`src/rtl/qoi_pix_decoder.sv`:
```
// QOI-style byte stream to {r,g,b} pixel decoder with an internal colour index table.
// Latency: pixel valid the cycle after an op's last byte; one byte or one pixel per cycle.
// Backpressure: pix_ready low holds the pixel and blocks input; en low freezes all handshakes.
module qoi_pix_decoder #(
    parameter int CW    = 4,
    parameter int IDX_W = 6
) (
    input  logic            clk,
    input  logic            rst_n,
    input  logic            en,
    input  logic            start,
    input  logic [7:0]      in_data,
    input  logic            in_valid,
    output logic            in_ready,
    output logic [3*CW-1:0] pix_data,
    output logic            pix_valid,
    input  logic            pix_ready,
    output logic            done,
    output logic            busy
);
    localparam int PW    = 3 * CW;
    localparam int DEPTH = 1 << IDX_W;
    localparam int LIT_B = (PW + 7) / 8;

    typedef enum logic [2:0] {S_IDLE, S_OP, S_ARG, S_EMIT, S_RUN, S_DONE} state_t;

    state_t          state, state_nx;
    logic [PW-1:0]   prev, pix_r;
    logic [PW-1:0]   index_tbl [DEPTH];
    logic [PW-9:0]   lit_acc;
    logic [1:0]      arg_cnt;
    logic            arg_rgb;
    logic [5:0]      luma_g;
    logic [5:0]      run_cnt;

    logic            go, in_fire, pix_fire, arg_last;
    logic [PW-1:0]   lit_nx, diff_pix, luma_pix;
    logic [9:0]      dg, dr, db;

    // Deltas are carried in 10-bit two's complement; keeping the low CW bits gives the wrap.
    function automatic logic [CW-1:0] add_d(input logic [CW-1:0] c, input logic [9:0] d);
        logic [9:0] s;
        s = 10'(c) + d;
        return s[CW-1:0];
    endfunction

    function automatic logic [IDX_W-1:0] hash(input logic [PW-1:0] p);
        logic [11:0] s;
        s = 12'(p[PW-1 -: CW]) * 12'd3 + 12'(p[2*CW-1 -: CW]) * 12'd5 + 12'(p[CW-1:0]) * 12'd7;
        return s[IDX_W-1:0];
    endfunction

    assign go       = en & start;
    assign in_fire  = in_valid & in_ready;
    assign pix_fire = pix_valid & pix_ready;
    assign arg_last = !arg_rgb || (arg_cnt == 2'(LIT_B - 1));
    assign lit_nx   = {lit_acc, in_data};

    always_comb begin
        dg       = 10'({4'b0, luma_g}) - 10'd32;
        dr       = dg + 10'({6'b0, in_data[7:4]}) - 10'd8;
        db       = dg + 10'({6'b0, in_data[3:0]}) - 10'd8;
        luma_pix = {add_d(prev[PW-1 -: CW], dr), add_d(prev[2*CW-1 -: CW], dg),
                    add_d(prev[CW-1:0], db)};
        diff_pix = {add_d(prev[PW-1 -: CW],   10'({8'b0, in_data[5:4]}) - 10'd2),
                    add_d(prev[2*CW-1 -: CW], 10'({8'b0, in_data[3:2]}) - 10'd2),
                    add_d(prev[CW-1:0],       10'({8'b0, in_data[1:0]}) - 10'd2)};
    end

    always_ff @(posedge clk or negedge rst_n) begin
        if (!rst_n) state <= S_IDLE;
        else        state <= state_nx;
    end

    always_comb begin
        state_nx = state;
        if (go) begin
            state_nx = S_OP;
        end else begin
            case (state)
                S_OP: if (in_fire) begin
                    if (in_data == 8'hFE)          state_nx = S_ARG;
                    else if (in_data == 8'hFF)     state_nx = S_DONE;
                    else if (in_data[7:6] == 2'b11) state_nx = S_RUN;
                    else if (in_data[7:6] == 2'b10) state_nx = S_ARG;
                    else                           state_nx = S_EMIT;
                end
                S_ARG:  if (in_fire && arg_last) state_nx = S_EMIT;
                S_EMIT: if (pix_fire) state_nx = S_OP;
                S_RUN:  if (pix_fire && run_cnt == 6'd1) state_nx = S_OP;
                default: state_nx = state;
            endcase
        end
    end

    always_comb begin
        in_ready  = en && (state == S_OP || state == S_ARG);
        pix_valid = en && (state == S_EMIT || state == S_RUN);
        pix_data  = pix_r;
        done      = (state == S_DONE);
        busy      = (state != S_IDLE) && (state != S_DONE);
    end

    always_ff @(posedge clk or negedge rst_n) begin
        if (!rst_n) begin
            prev    <= '0;
            pix_r   <= '0;
            lit_acc <= '0;
            arg_cnt <= '0;
            arg_rgb <= 1'b0;
            luma_g  <= '0;
            run_cnt <= '0;
            for (int i = 0; i < DEPTH; i++) index_tbl[i] <= '0;
        end else if (go) begin
            prev    <= '0;
            pix_r   <= '0;
            arg_cnt <= '0;
            run_cnt <= '0;
            for (int i = 0; i < DEPTH; i++) index_tbl[i] <= '0;
        end else begin
            if (in_fire && state == S_OP) begin
                arg_cnt <= '0;
                if (in_data == 8'hFE) begin
                    arg_rgb <= 1'b1;
                end else if (in_data == 8'hFF) begin
                    arg_rgb <= 1'b0;
                end else if (in_data[7:6] == 2'b11) begin
                    run_cnt <= in_data[5:0] + 6'd1;
                    pix_r   <= prev;
                end else if (in_data[7:6] == 2'b10) begin
                    arg_rgb <= 1'b0;
                    luma_g  <= in_data[5:0];
                end else if (in_data[6]) begin
                    pix_r <= diff_pix;
                end else begin
                    pix_r <= index_tbl[in_data[IDX_W-1:0]];
                end
            end
            if (in_fire && state == S_ARG) begin
                if (arg_rgb) begin
                    lit_acc <= lit_nx[PW-9:0];
                    arg_cnt <= arg_cnt + 2'd1;
                    if (arg_last) pix_r <= lit_nx;
                end else begin
                    pix_r <= luma_pix;
                end
            end
            if (pix_fire) begin
                prev                  <= pix_r;
                index_tbl[hash(pix_r)] <= pix_r;
                if (state == S_RUN) run_cnt <= run_cnt - 6'd1;
            end
        end
    end
endmodule

```
`config.mk`:
```
export PLATFORM = sky130hd
export DESIGN_NAME = qoi_pix_decoder
export DESIGN_NICKNAME = d
export VERILOG_FILES = /design/src/rtl/qoi_pix_decoder.sv
export SDC_FILE = /design/constraint.sdc
export NUM_CORES = 1
export LEC_CHECK = 0
export CAP_MARGIN = 25
export CORE_MARGIN = 2
export CORE_UTILIZATION = 48
export CTS_CLUSTER_DIAMETER = 150
export DETAILED_ROUTE_END_ITERATION = 16
export MAX_ROUTING_LAYER = met4
export PLACE_DENSITY = 0.66
export REMOVE_ABC_BUFFERS = 1
export SYNTH_ARGS = -nofsm -noshare
export SYNTH_HDL_FRONTEND = slang
export SYNTH_SLANG_ARGS = --single-unit
```
`constraint.sdc`:
```
create_clock -name clk -period 9 [get_ports clk]
set_clock_uncertainty 0.05 [all_clocks]
set_input_delay 0.9 -clock clk [delete_from_list [all_inputs] [get_ports clk]]
set_output_delay 0.9 -clock clk [all_outputs]
set_load 0.01 [all_outputs]
```
Word level (Yosys, flattened, before mapping)

Cells that the tools add are included.

Input bits: 14
Register bits after elaboration: 812
Output and inout port bits: 16

Equal/unequal tests: 17
$lt $le $gt $ge: 3
$mul: 3
Add/subtract/negate cells: 19
Multiplexer cells: 45
Reductions and logical operators: 20
Bitwise operators: 9

Operators with widths:

| operator                                                                     | count |
|---|---|
| 768-bit 2-to-1 mux                                                           | 2 |
| 768-bit bitwise mux                                                          | 1 |
| 12-bit 2-to-1 mux                                                            | 15 |
| 12-bit binary-select mux with 6-bit select                                   | 1 |
| 12-bit demux with 6-bit select                                               | 1 |
| 6-bit 2-to-1 mux                                                             | 7 |
| 3-bit 2-to-1 mux                                                             | 8 |
| 4-bit adder                                                                  | 5 |
| 3-bit inequality test, second input constant                                 | 6 |
| 8-bit equality test, second input constant                                   | 2 |
| 7-bit >= comparator, second input constant                                   | 2 |
| 6-bit inverter with 7-bit output                                             | 2 |
| 4-bit by 3-bit adder with 4-bit output                                       | 3 |
| 6-bit adder                                                                  | 2 |
| 4-bit by 3-bit multiplier with 6-bit output, second input constant           | 2 |
| 3-bit case mux with 4 select lines                                           | 1 |
| 2-bit by 2-bit subtractor with 3-bit output, second input constant           | 3 |
| 1-bit logical AND                                                            | 8 |
| 2-bit 2-to-1 mux                                                             | 4 |
| 4-bit subtractor, second input constant                                      | 2 |
| 7-bit by 1-bit less-than comparator with 1-bit output, second input constant | 1 |
| 6-bit by 1-bit adder with 6-bit output, second input constant                | 1 |
| 3-bit by 2-bit equality test with 1-bit output, second input constant        | 2 |
| 3-bit equality test, second input constant                                   | 2 |
| other kinds (20)                                                             | 33 |

Longest topological paths before layout

Gate-level depths: netlist of the first run.

Depth in word-level cells: 14
Gate-level depth with buffers: 16

Worst setup path before layout of the first run

No wires, ideal clock.

Path type: register to register
Start point: register pix_r[1] (netlist: pix_data[1])
End point: register index_tbl[361] in the netlist's numbering
Setup slack: 4.153 ns
Library setup time: 0.120 ns
Data arrival time: 4.677 ns
Clock period less this slack: 4.847 ns
Cell stages (with the launch flop): 14
Cell sequence: dfrtp_1 -> fa_1 -> inv_1 -> fa_1 -> fa_1 -> fa_1 -> inv_1 -> fa_1 -> xor2_1 -> nor2_2 -> buf_2 -> nand3_2 -> buf_2 -> a31o_2

Word-level cells in the longest chain between the ends: 10

Ends and longest elaborated chain:

| element                                                                                                                   | line | source |
|---|---|---|
| start: declaration                                                                                                        | 28   | `logic [PW-1:0] prev, pix_r;` |
| start signal: assignment                                                                                                  | 129  | `pix_r <= prev;` |
| start signal: assignment                                                                                                  | 134  | `pix_r <= diff_pix;` |
| start signal: assignment                                                                                                  | 136  | `pix_r <= index_tbl[in_data[IDX_W-1:0]];` |
| 4-bit by 3-bit multiplier with 6-bit output                                                                               | 49   | `s = 12'(p[PW-1 -: CW]) * 12'd3 + 12'(p[2*CW-1 -: CW]) * 12'd5 + 12'(p[CW-1:0]) * 12'd7;` |
| 6-bit adder                                                                                                               | 49   |  |
| 6-bit inverter with 7-bit output (not written as such)                                                                    | 150  | `index_tbl[hash(pix_r)] <= pix_r;` |
| 7-bit >= comparator (not written as such) / 7-bit by 1-bit less-than comparator with 1-bit output (equally long branches) | 150  |  |
| 1-bit logical AND (not written as such)                                                                                   | 150  |  |
| 12-bit 2-to-1 mux (not written as such)                                                                                   | 150  |  |
| 12-bit demux with 6-bit select                                                                                            | 150  |  |
| 768-bit bitwise mux (*)                                                                                                   | 150  |  |
| 768-bit 2-to-1 mux (*)                                                                                                    | 148  | `if (pix_fire) begin` |
| 768-bit 2-to-1 mux (*)                                                                                                    | 114  | `end else if (go) begin` |
| end signal: indexed assignment                                                                                            | 150  |  |
| end: declaration                                                                                                          | 29   | `logic [PW-1:0] index_tbl [DEPTH];` |

Mark *: on every way between the ends. The rest lies on a longest branch, timed or not. The select of a mux whose other input is x is not followed.
A chain may end at the register's enable or synchronous reset.

Worst setup path after layout of the first run

Start point: register pix_r[1] (netlist: pix_data[1])
End point: register index_tbl[444] in the netlist's numbering

Word-level cells in the longest chain between the ends: 10

Ends and longest elaborated chain:

| element                                                                                                                   | line |
|---|---|
| 4-bit by 3-bit multiplier with 6-bit output (*)                                                                           | 49 |
| 6-bit adder (*)                                                                                                           | 49 |
| 6-bit inverter with 7-bit output (not written as such) (*)                                                                | 150 |
| 7-bit >= comparator (not written as such) / 7-bit by 1-bit less-than comparator with 1-bit output (equally long branches) | 150 |
| 1-bit logical AND (not written as such)                                                                                   | 150 |
| 12-bit 2-to-1 mux (not written as such)                                                                                   | 150 |
| 12-bit demux with 6-bit select (*)                                                                                        | 150 |
| 768-bit bitwise mux (*)                                                                                                   | 150 |
| 768-bit 2-to-1 mux (*)                                                                                                    | 148 |
| 768-bit 2-to-1 mux (*)                                                                                                    | 114 |

Marks and branches as above.

==> summary.md, run 1 <==
| Metric | Value |
|---|---|
| Outcome | `complete, no violations` |
| Die X | `roughly 300 um` |
| Final setup vio count | `0` |
| Crit path from | `pix_data[1]` |
| Post-CTS Hold Buffers | `0` |
| Layout area overhead | `7.82%` |
| Largest net degree at the start of global routing | `191` |
| Final hold violation count | `0` |
| Wirelength per Cell | `between 20 and 25 um` |
| Post-DR vias/cell | `~6` |
| R2r startpoint | `pix_data[1]` |
| # IOs | `30` |
| Post-synth top cells | `854 x nand2_1, 812 x dfrtp_1, 425 x nor2_1` |
| CORE AREA | `a little under 90000 um2` |
| # nets final | `roughly 4000` |
| Post-cts sizing count | `0` |
| Top post-synthesis cells by area | `dfrtp_1 48%, mux4_2 11%, nand2_1 7.6%` |
| CP arrival | `between 6 and 7 ns` |
| Number of I/O port buffers | `29` |
| Max Fclk | `~170 MHz` |
| RSZ-0062 raised after global routing | `no` |
| Placed cell count | `4889` |
| Rel. slew slack | `0.305` |
| Initial DRC Count | `3225` |
| Max Used Layer | `met4` |
| Area leader, netlist | `dfrtp_1` |
| CP Capture Type | `flop` |
| Setup slack, reg-to-reg | `about 3.2 ns` |
| Least-Margin Pin Slew | `between 1 and 1.5 ns` |
| Worst R2R End | `index_tbl[444]` |
| Initial antenna violation count | `0` |
| Peak VDD IR | `roughly 230 uV` |
| Clk slew on worst S/H paths | `0.06 ns` |
| Crit path required time | `about 9.4 ns` |
| Top-count cell post-synth | `nand2_1` |
| Crit path launch type | `flop` |
| Grt total ovfl | `0` |
| Final period util | `0.650` |
| Avg Cell Area, Syn | `10.4 um2` |
| Met1 Wirelength | `roughly 50 mm` |
| Final instance area | `45400 um2` |
| Skew-Pair Late Insertion Delay | `between 0.6 and 0.7 ns` |
| Period minus WS final | `approximately 5.8 ns` |
| Ys async rst share | `1.00` |
| Post-synth EDFFs | `0` |
| Post-Syn Instances | `about 4000` |
| HPWL after DPL | `approximately 71 mm` |
| Antenna-violating nets left | `0` |
| Setup crit end | `index_tbl[444]` |
| Post-Syn Area | `~42000 um2` |
| Vias | `roughly 30000` |
| First-pass GRT wire length | `183 mm` |
| CTS root buf | `clkbuf_16` |
| Final slew viol count | `0` |
| Min Hold Slack | `a little under 0.2 ns` |
| Final non-filler cell total | `approximately 5000` |
| Setup bufs post-CTS | `0` |
| Distinct cells, synth | `a little over 80` |
| Leak | `19.0 nW` |
| DR WL met2 | `~54 mm` |
| Depth of the worst register-to-register path | `13` |
| HP Class | `in2async` |
| Share of cells above drive strength 1 | `0.158` |
| Crit Path Max Fanout | `24` |
| H-tree depth | `3` |
| Vias in the first global route | `between 20000 and 30000` |
| Die Area | `roughly 90000 um2` |
| Chip Height | `about 300 um` |
| DRC | `0` |
| Initial Util | `0.485` |
| WL met3 | `approximately 9.2 mm` |
| Sequential share of the synthesized area | `0.482` |
| FP Rows | `roughly 110` |
| Area share of the largest cell type after synthesis | `0.482` |
| Dpl cell area | `42400 um2` |
| Max Cap Viol | `0` |
| Synth warn | `0` |
| Crit path kind | `reg2reg` |
| CTS tree | `done` |
| Power per cell area | `201 nW/um2` |
| Clock Tree Buf Depth | `3` |
| CTS buffer count | `between 80 and 90` |
| DR pass1 iterations | `6` |
| Setup total negative slack | `0 ns` |
| Top FF cell, synth | `dfrtp_1` |
| Synthesized flop and latch total | `approximately 800` |
| Routed wire length | `between 100 and 150 mm` |
| GP Congestion | `about 0.89` |
| GRT Overall Usage | `0.271` |
| Clock Sinks | `~800` |
==> cell usage in the layout (no fill, tap or decap), types with 7 or more instances in the layout <==
cell               n
and3_1            10
nor3_1            11
nand3_2            8
inv_1             50
bufinv_16          9
clkdlybuf4s50_1   24
nand3_1           16
mux2i_1           33
nor2b_1            7
o21ai_0          396
a21boi_0           7
dfrtp_1          812
ha_1              37
clkbuf_8          30
mux4_2           197
fa_1              24
a221oi_1           7
o211ai_1           8
and2_1             9
nand3_4           24
a31o_1           296
a22o_1            10
nor2_2             8
clkinv_2          13
clkbuf_16         85
a22oi_1           45
mux2_2             7
nor2_1           419
nor3_4            33
a31o_2            90
nand2_1          852
a21oi_1           60
buf_4             68
o21ai_1           11
clkbuf_1          10
xnor2_1           27
==> metrics by stage <==
| step | total power, mW | setup WS, ns | util |
|---|---|---|---|
| 6_report | 9.13 | 3.15 | 0.523 |
| 5_1_grt | 9.44 | 2.84 | 0.523 |
| 4_1_cts | 9.16 | 3.15 | 0.522 |
| 3_5_place_dp | 5.45 | 3.14 | 0.488 |
| 3_3_place_gp | 5.44 | 3.25 | 0.488 |
| 2_1_floorplan | 4.84 | -9.58 | - |
==> logic make-up (layout without fill, tap and decap cells) <==
group | after synthesis | count (layout) | share of synthesized area
flops | 812 | 812 | 0.482
simple gates | 1443 | 1443 | 0.154
compound gates | 992 | 992 | 0.162
mux | 237 | 237 | 0.115
xor+xnor | 36 | 36 | 0.00841
buf+inv | 453 | 307 | 0.0551
other cells | 0 | 1 | 0
fa+ha+maj | 61 | 61 | 0.0224
==> power by group <==
part	switching (mW)	total, mW	internal (mW)
clock	1.49	3.72	2.23
combinational	1.21	1.62	0.413
sequential	0.0935	3.79	3.70
==> critical path, stage by stage, from the launching register on <==
cell and delay [ns]:
dfrtp_1 0.52, fa_1 0.58, inv_1 0.05, fa_1 0.55, fa_1 0.44, fa_1 0.50
inv_1 0.06, ha_1 0.27, a21o_1 0.17, a21oi_1 0.18, xor3_2 0.80, buf_4 0.40
nor3_4 0.84, o21ai_0 0.24
==> sequential cells by signal, summed over array words and instances, names as in the netlist <==
register and cells:
index_tbl 768, pix_data 12, prev 12, run_cnt 6
lit_acc 4, luma_g 4, state 3, arg_cnt 2
arg_rgb 1
==> how the worst min path moves through the flow <==
stage / from / depth (start not counted) / endpoint / slack, ns
after detailed placement: index_tbl[687] / 1 / index_tbl[687] / 0.43
after CTS: rst_n / 1 / index_tbl[578] / 0.22
after global routing: rst_n / 1 / index_tbl[578] / 0.27
after global placement: index_tbl[293] / 1 / index_tbl[293] / 0.43
after floorplan: index_tbl[119] / 1 / index_tbl[119] / 0.42
final: rst_n / 1 / index_tbl[578] / 0.20
==> area by class of cell <==
| type | instances | area, um2 |
|---|---|---|
| fill | 7486 | 41500 |
| sequential | 812 | 20300 |
| multi-input combinational | 2769 | 19500 |
| clock buffer | 125 | 2580 |
| tap | 1155 | 1450 |
| timing repair buffer | 105 | 995 |
| clock inverter | 26 | 368 |
| inverter | 51 | 191 |
| antenna | 1 | 2.50 |
==> routing by layer <==
layer / global-route usage / vias up
met5: - / -
met4: 0.0996 / 0
met3: 0.0400 / 181
met2: 0.404 / 1158
met1: 0.378 / 15400
li1: - / 13800
(Power assumes the default switching activity.)
==> run 2: changes to the inputs <==
- clock period: 9 -> 5.5 ns (I/O delays scaled with it)
==> run 2 against run 1 <==
Net effect:
- global-route usage is 0.13 points higher
- power up 64%
- die area stayed put
- worst setup slack got worse by 2.7 ns
- register-to-register slack worse by 2.7 ns
- cell area up 0.99%
- via count increased by 0.45%
- hold slack improved by 0.25 ns
- maximum frequency rose by 15%
- critical path type unchanged
- critical endpoint is now index_tbl[92]
- highest routed layer unchanged
==> summary.md, run 2 (same netlist as run 1, synthesis figures left out) <==
| Metric | Value |
|---|---|
| Comb power frac | `0.183 (was 0.177)` |
| Crit Path Max Fanout | `16 (was 24)` |
| Placed cell count | `4946 (was 4889)` |
| CTS root buf | `clkbuf_16 (unchanged)` |
| Initial DRC Count | `3698 (was 3225)` |
| Die Area | `90100 um2 (unchanged)` |
| RSZ-0062 raised after global routing | `no (unchanged)` |
| Skew-Pair Late Insertion Delay | `0.65 ns (about the same)` |
| # IOs | `30 (unchanged)` |
| Final hold violation count | `0 (unchanged)` |
| Depth of the worst register-to-register path | `16 (was 13)` |
| Clock Tree Buf Depth | `3 (unchanged)` |
| CP arrival | `5.58 ns (was 6.27 ns)` |
| Crit path required time | `6.00 ns (was 9.43 ns)` |
| Biggest register | `index_tbl (unchanged)` |
| Power per cell area | `327 nW/um2 (was 201 nW/um2)` |
| Antenna Cells | `0 (was 1)` |
| Fillers | `7393 (was 7486)` |
| HP Class | `reg2reg (was in2async)` |
| Sw Ratio | `0.306 (about the same)` |
| Most common cell after layout, fill and taps aside | `nand2_1 (unchanged)` |
| Tot Pwr | `15.0 mW (was 9.13 mW)` |
| Commonest non-fill, non-tap cells in the layout | `850 x nand2_1, 812 x dfrtp_1, 419 x nor2_1, 396 x o21ai_0, 296 x a31o_1 (was 852 x nand2_1, 812 x dfrtp_1, 419 x nor2_1, 396 x o21ai_0, 296 x a31o_1)` |
| Largest net degree at the start of global routing | `177 (was 191)` |
| Peak VDD IR | `364 uV (was 235 uV)` |
| Outcome | `complete, no violations (unchanged)` |
| CORE AREA | `86900 um2 (unchanged)` |
| Crit path launch type | `flop (unchanged)` |
| Clk slew on worst S/H paths | `0.06 ns (about the same)` |
| Flop pwr share | `0.412 (was 0.415)` |
| DRC | `0 (unchanged)` |
| Pre-CTS WS | `0.473 ns (was 3.14 ns)` |
| CTS buffer count | `85 (was 84)` |
| Crit-path cells | `buf_4, fa_1, inv_1, fa_1, fa_1, fa_1, inv_1, ha_1, a21o_1, a21oi_1, xnor3_2, buf_12, nor3_4, buf_4, nand2_1, o21ai_0 (was fa_1, inv_1, fa_1, fa_1, fa_1, inv_1, ha_1, a21o_1, a21oi_1, xor3_2, buf_4, nor3_4, o21ai_0)` |
| Hold path start | `index_tbl[347]` |
| Grt total ovfl | `0 (unchanged)` |
| Storage element area | `20300 um2 (unchanged)` |
| Max Fclk | `197 MHz (was 171 MHz)` |
| Crit path kind | `reg2reg (unchanged)` |
| Wirelength per Cell | `23.0 um (was 23.3 um)` |
| Cell-internal power | `10.4 mW (was 6.34 mW)` |
| Clock Sinks | `812 (unchanged)` |
| Initial antenna violation count | `1 (was 0)` |
| Vias in the first global route | `30100 (was 29700)` |
| First-pass GRT wire length | `185 mm (was 183 mm)` |
| Setup slack, reg-to-reg | `0.42 ns (was 3.15 ns)` |
| Number of I/O port buffers | `29 (unchanged)` |
| Least-Margin Pin Slew | `1.06 ns (was 1.03 ns)` |
| Post-cts sizing count | `0 (unchanged)` |
| Final non-filler cell total | `5099 (was 5044)` |
| Layout area overhead | `8.89% (was 7.82%)` |
| Initial Util | `0.485 (unchanged)` |
| Post-DR vias/cell | `6.01 (was 6.05)` |
| Worst R2R End | `index_tbl[92] (was index_tbl[444])` |
| GRT Overall Usage | `0.272 (was 0.271)` |
| Switching pwr | `4.59 mW (was 2.79 mW)` |
| Antenna-violating nets left | `0 (unchanged)` |
| DR pass1 iterations | `6 (unchanged)` |
| Share of power burned in the clock network | `0.405 (was 0.407)` |
| Hold path depth | `1` |
| Final setup vio count | `0 (unchanged)` |
| # nets final | `3954 (was 3898)` |
| Worst path max stage delay | `0.65 ns (was 0.84 ns)` |
| Crit path from | `pix_data[1] (unchanged)` |
| Final period util | `0.923 (was 0.650)` |
| Min Hold Slack | `0.442 ns (was 0.197 ns)` |
| FP Rows | `108 (unchanged)` |
| Vias | `30600 (was 30500)` |
| CP Capture Type | `flop (unchanged)` |
| Multi-input gate area | `19500 um2 (about the same)` |
| R2r startpoint | `pix_data[1] (unchanged)` |
| Slowest library cell on the worst path | `xnor3_2 (was nor3_4)` |
| H-tree depth | `3 (unchanged)` |
| Routed wire length | `117 mm (about the same)` |
| Die X | `300 um (unchanged)` |
| Period minus WS final | `5.08 ns (was 5.85 ns)` |
| Final Worst Setup Slack | `0.421 ns (was 3.15 ns)` |
| Share of cells above drive strength 1 | `0.168 (was 0.158)` |
| Crit-path most repeated cell | `fa_1 (unchanged)` |
| HPWL after DPL | `72.7 mm (was 70.5 mm)` |
| Max Cap Viol | `0 (unchanged)` |
| Final Util | `0.528 (was 0.523)` |
| CTS tree | `done (unchanged)` |
| Hold Crit Endpoint | `index_tbl[347]` |
| Final slew viol count | `0 (unchanged)` |
| Max FFs per register | `768 (unchanged)` |
| Rel. slew slack | `0.273 (was 0.305)` |
| Leak | `19.3 nW (was 19.0 nW)` |
| Chip Height | `300 um (unchanged)` |
| GP Congestion | `0.934 (was 0.887)` |
-- run 2: cell types whose count changed in the layout (fill, tap and decap cells not counted), sizes merged --
cell and change:
dlygate4sd3 +1, clkinv -3, inv +1, clkinvlp +1
diode -1, buf +54, clkbuf +2
-- run 2: power groups by stage --
stage               Clock, mW  Sequential, mW  Combinational (mW)
floorplan                   0            6.26                1.65
CTS                      6.15            6.18                2.72
global placement            0            6.28                2.68
finish                   6.07            6.18                2.74
detailed placement          0            6.28                2.70
global route             6.39            6.19                2.94
-- run 2: timing repair --
item / CTS / global route
endpoints found under the hold margin: 85 / 0
hold buffers: 1 / 0
buffers inserted: 0 / 0
-- run 2: per-stage QoR --
step | area [um2] | TNS (ns)
final | 45900 | 0
after detailed placement | 42900 | 0
after CTS | 45900 | 0
after floorplan | 40000 | -8219.99
after global placement | 42900 | 0
after global routing | 45900 | 0
-- run 2: area by class of cell --
class / instances / share of cell area
sequential: 812 / 0.443
tap: 1155 / 0.0315
timing repair buffer: 160 / 0.0318
multi-input combinational: 2769 / 0.426
inverter: 51 / 0.00417
clock inverter: 25 / 0.00829
clock buffer: 127 / 0.0556
-- run 2: worst max path at each step --
stage               depth (start not counted)             end  slack, ns
floorplan                                   4  index_tbl[171]     -12.73
global placement                           15   index_tbl[88]       0.55
detailed placement                         16   index_tbl[92]       0.47
CTS                                        16   index_tbl[92]       0.43
global route                               16   index_tbl[79]       0.16
finish                                     16   index_tbl[92]       0.42
-- run 2: worst max-delay path, delay by kind of cell, from the launching register on --
| family | cells | cell delay (ns) |
|---|---|---|
| adder cells (fa/ha/maj) | 5 | 2.10 |
| buffers and inverters | 5 | 0.83 |
| XOR/XNOR | 1 | 0.65 |
| AO/OA/AOI/OAI | 3 | 0.48 |
| AND/OR/NAND/NOR | 2 | 0.46 |
| flip-flops | 1 | 0.40 |
-- run 2: metal layers --
layer,share of wire,GRT usage,up-vias
met4,0.036,0.0948,0
met1,0.43,0.381,15500
met3,0.072,0.0355,208
met2,0.46,0.410,1113
met5,0,-,-
li1,-,-,13900
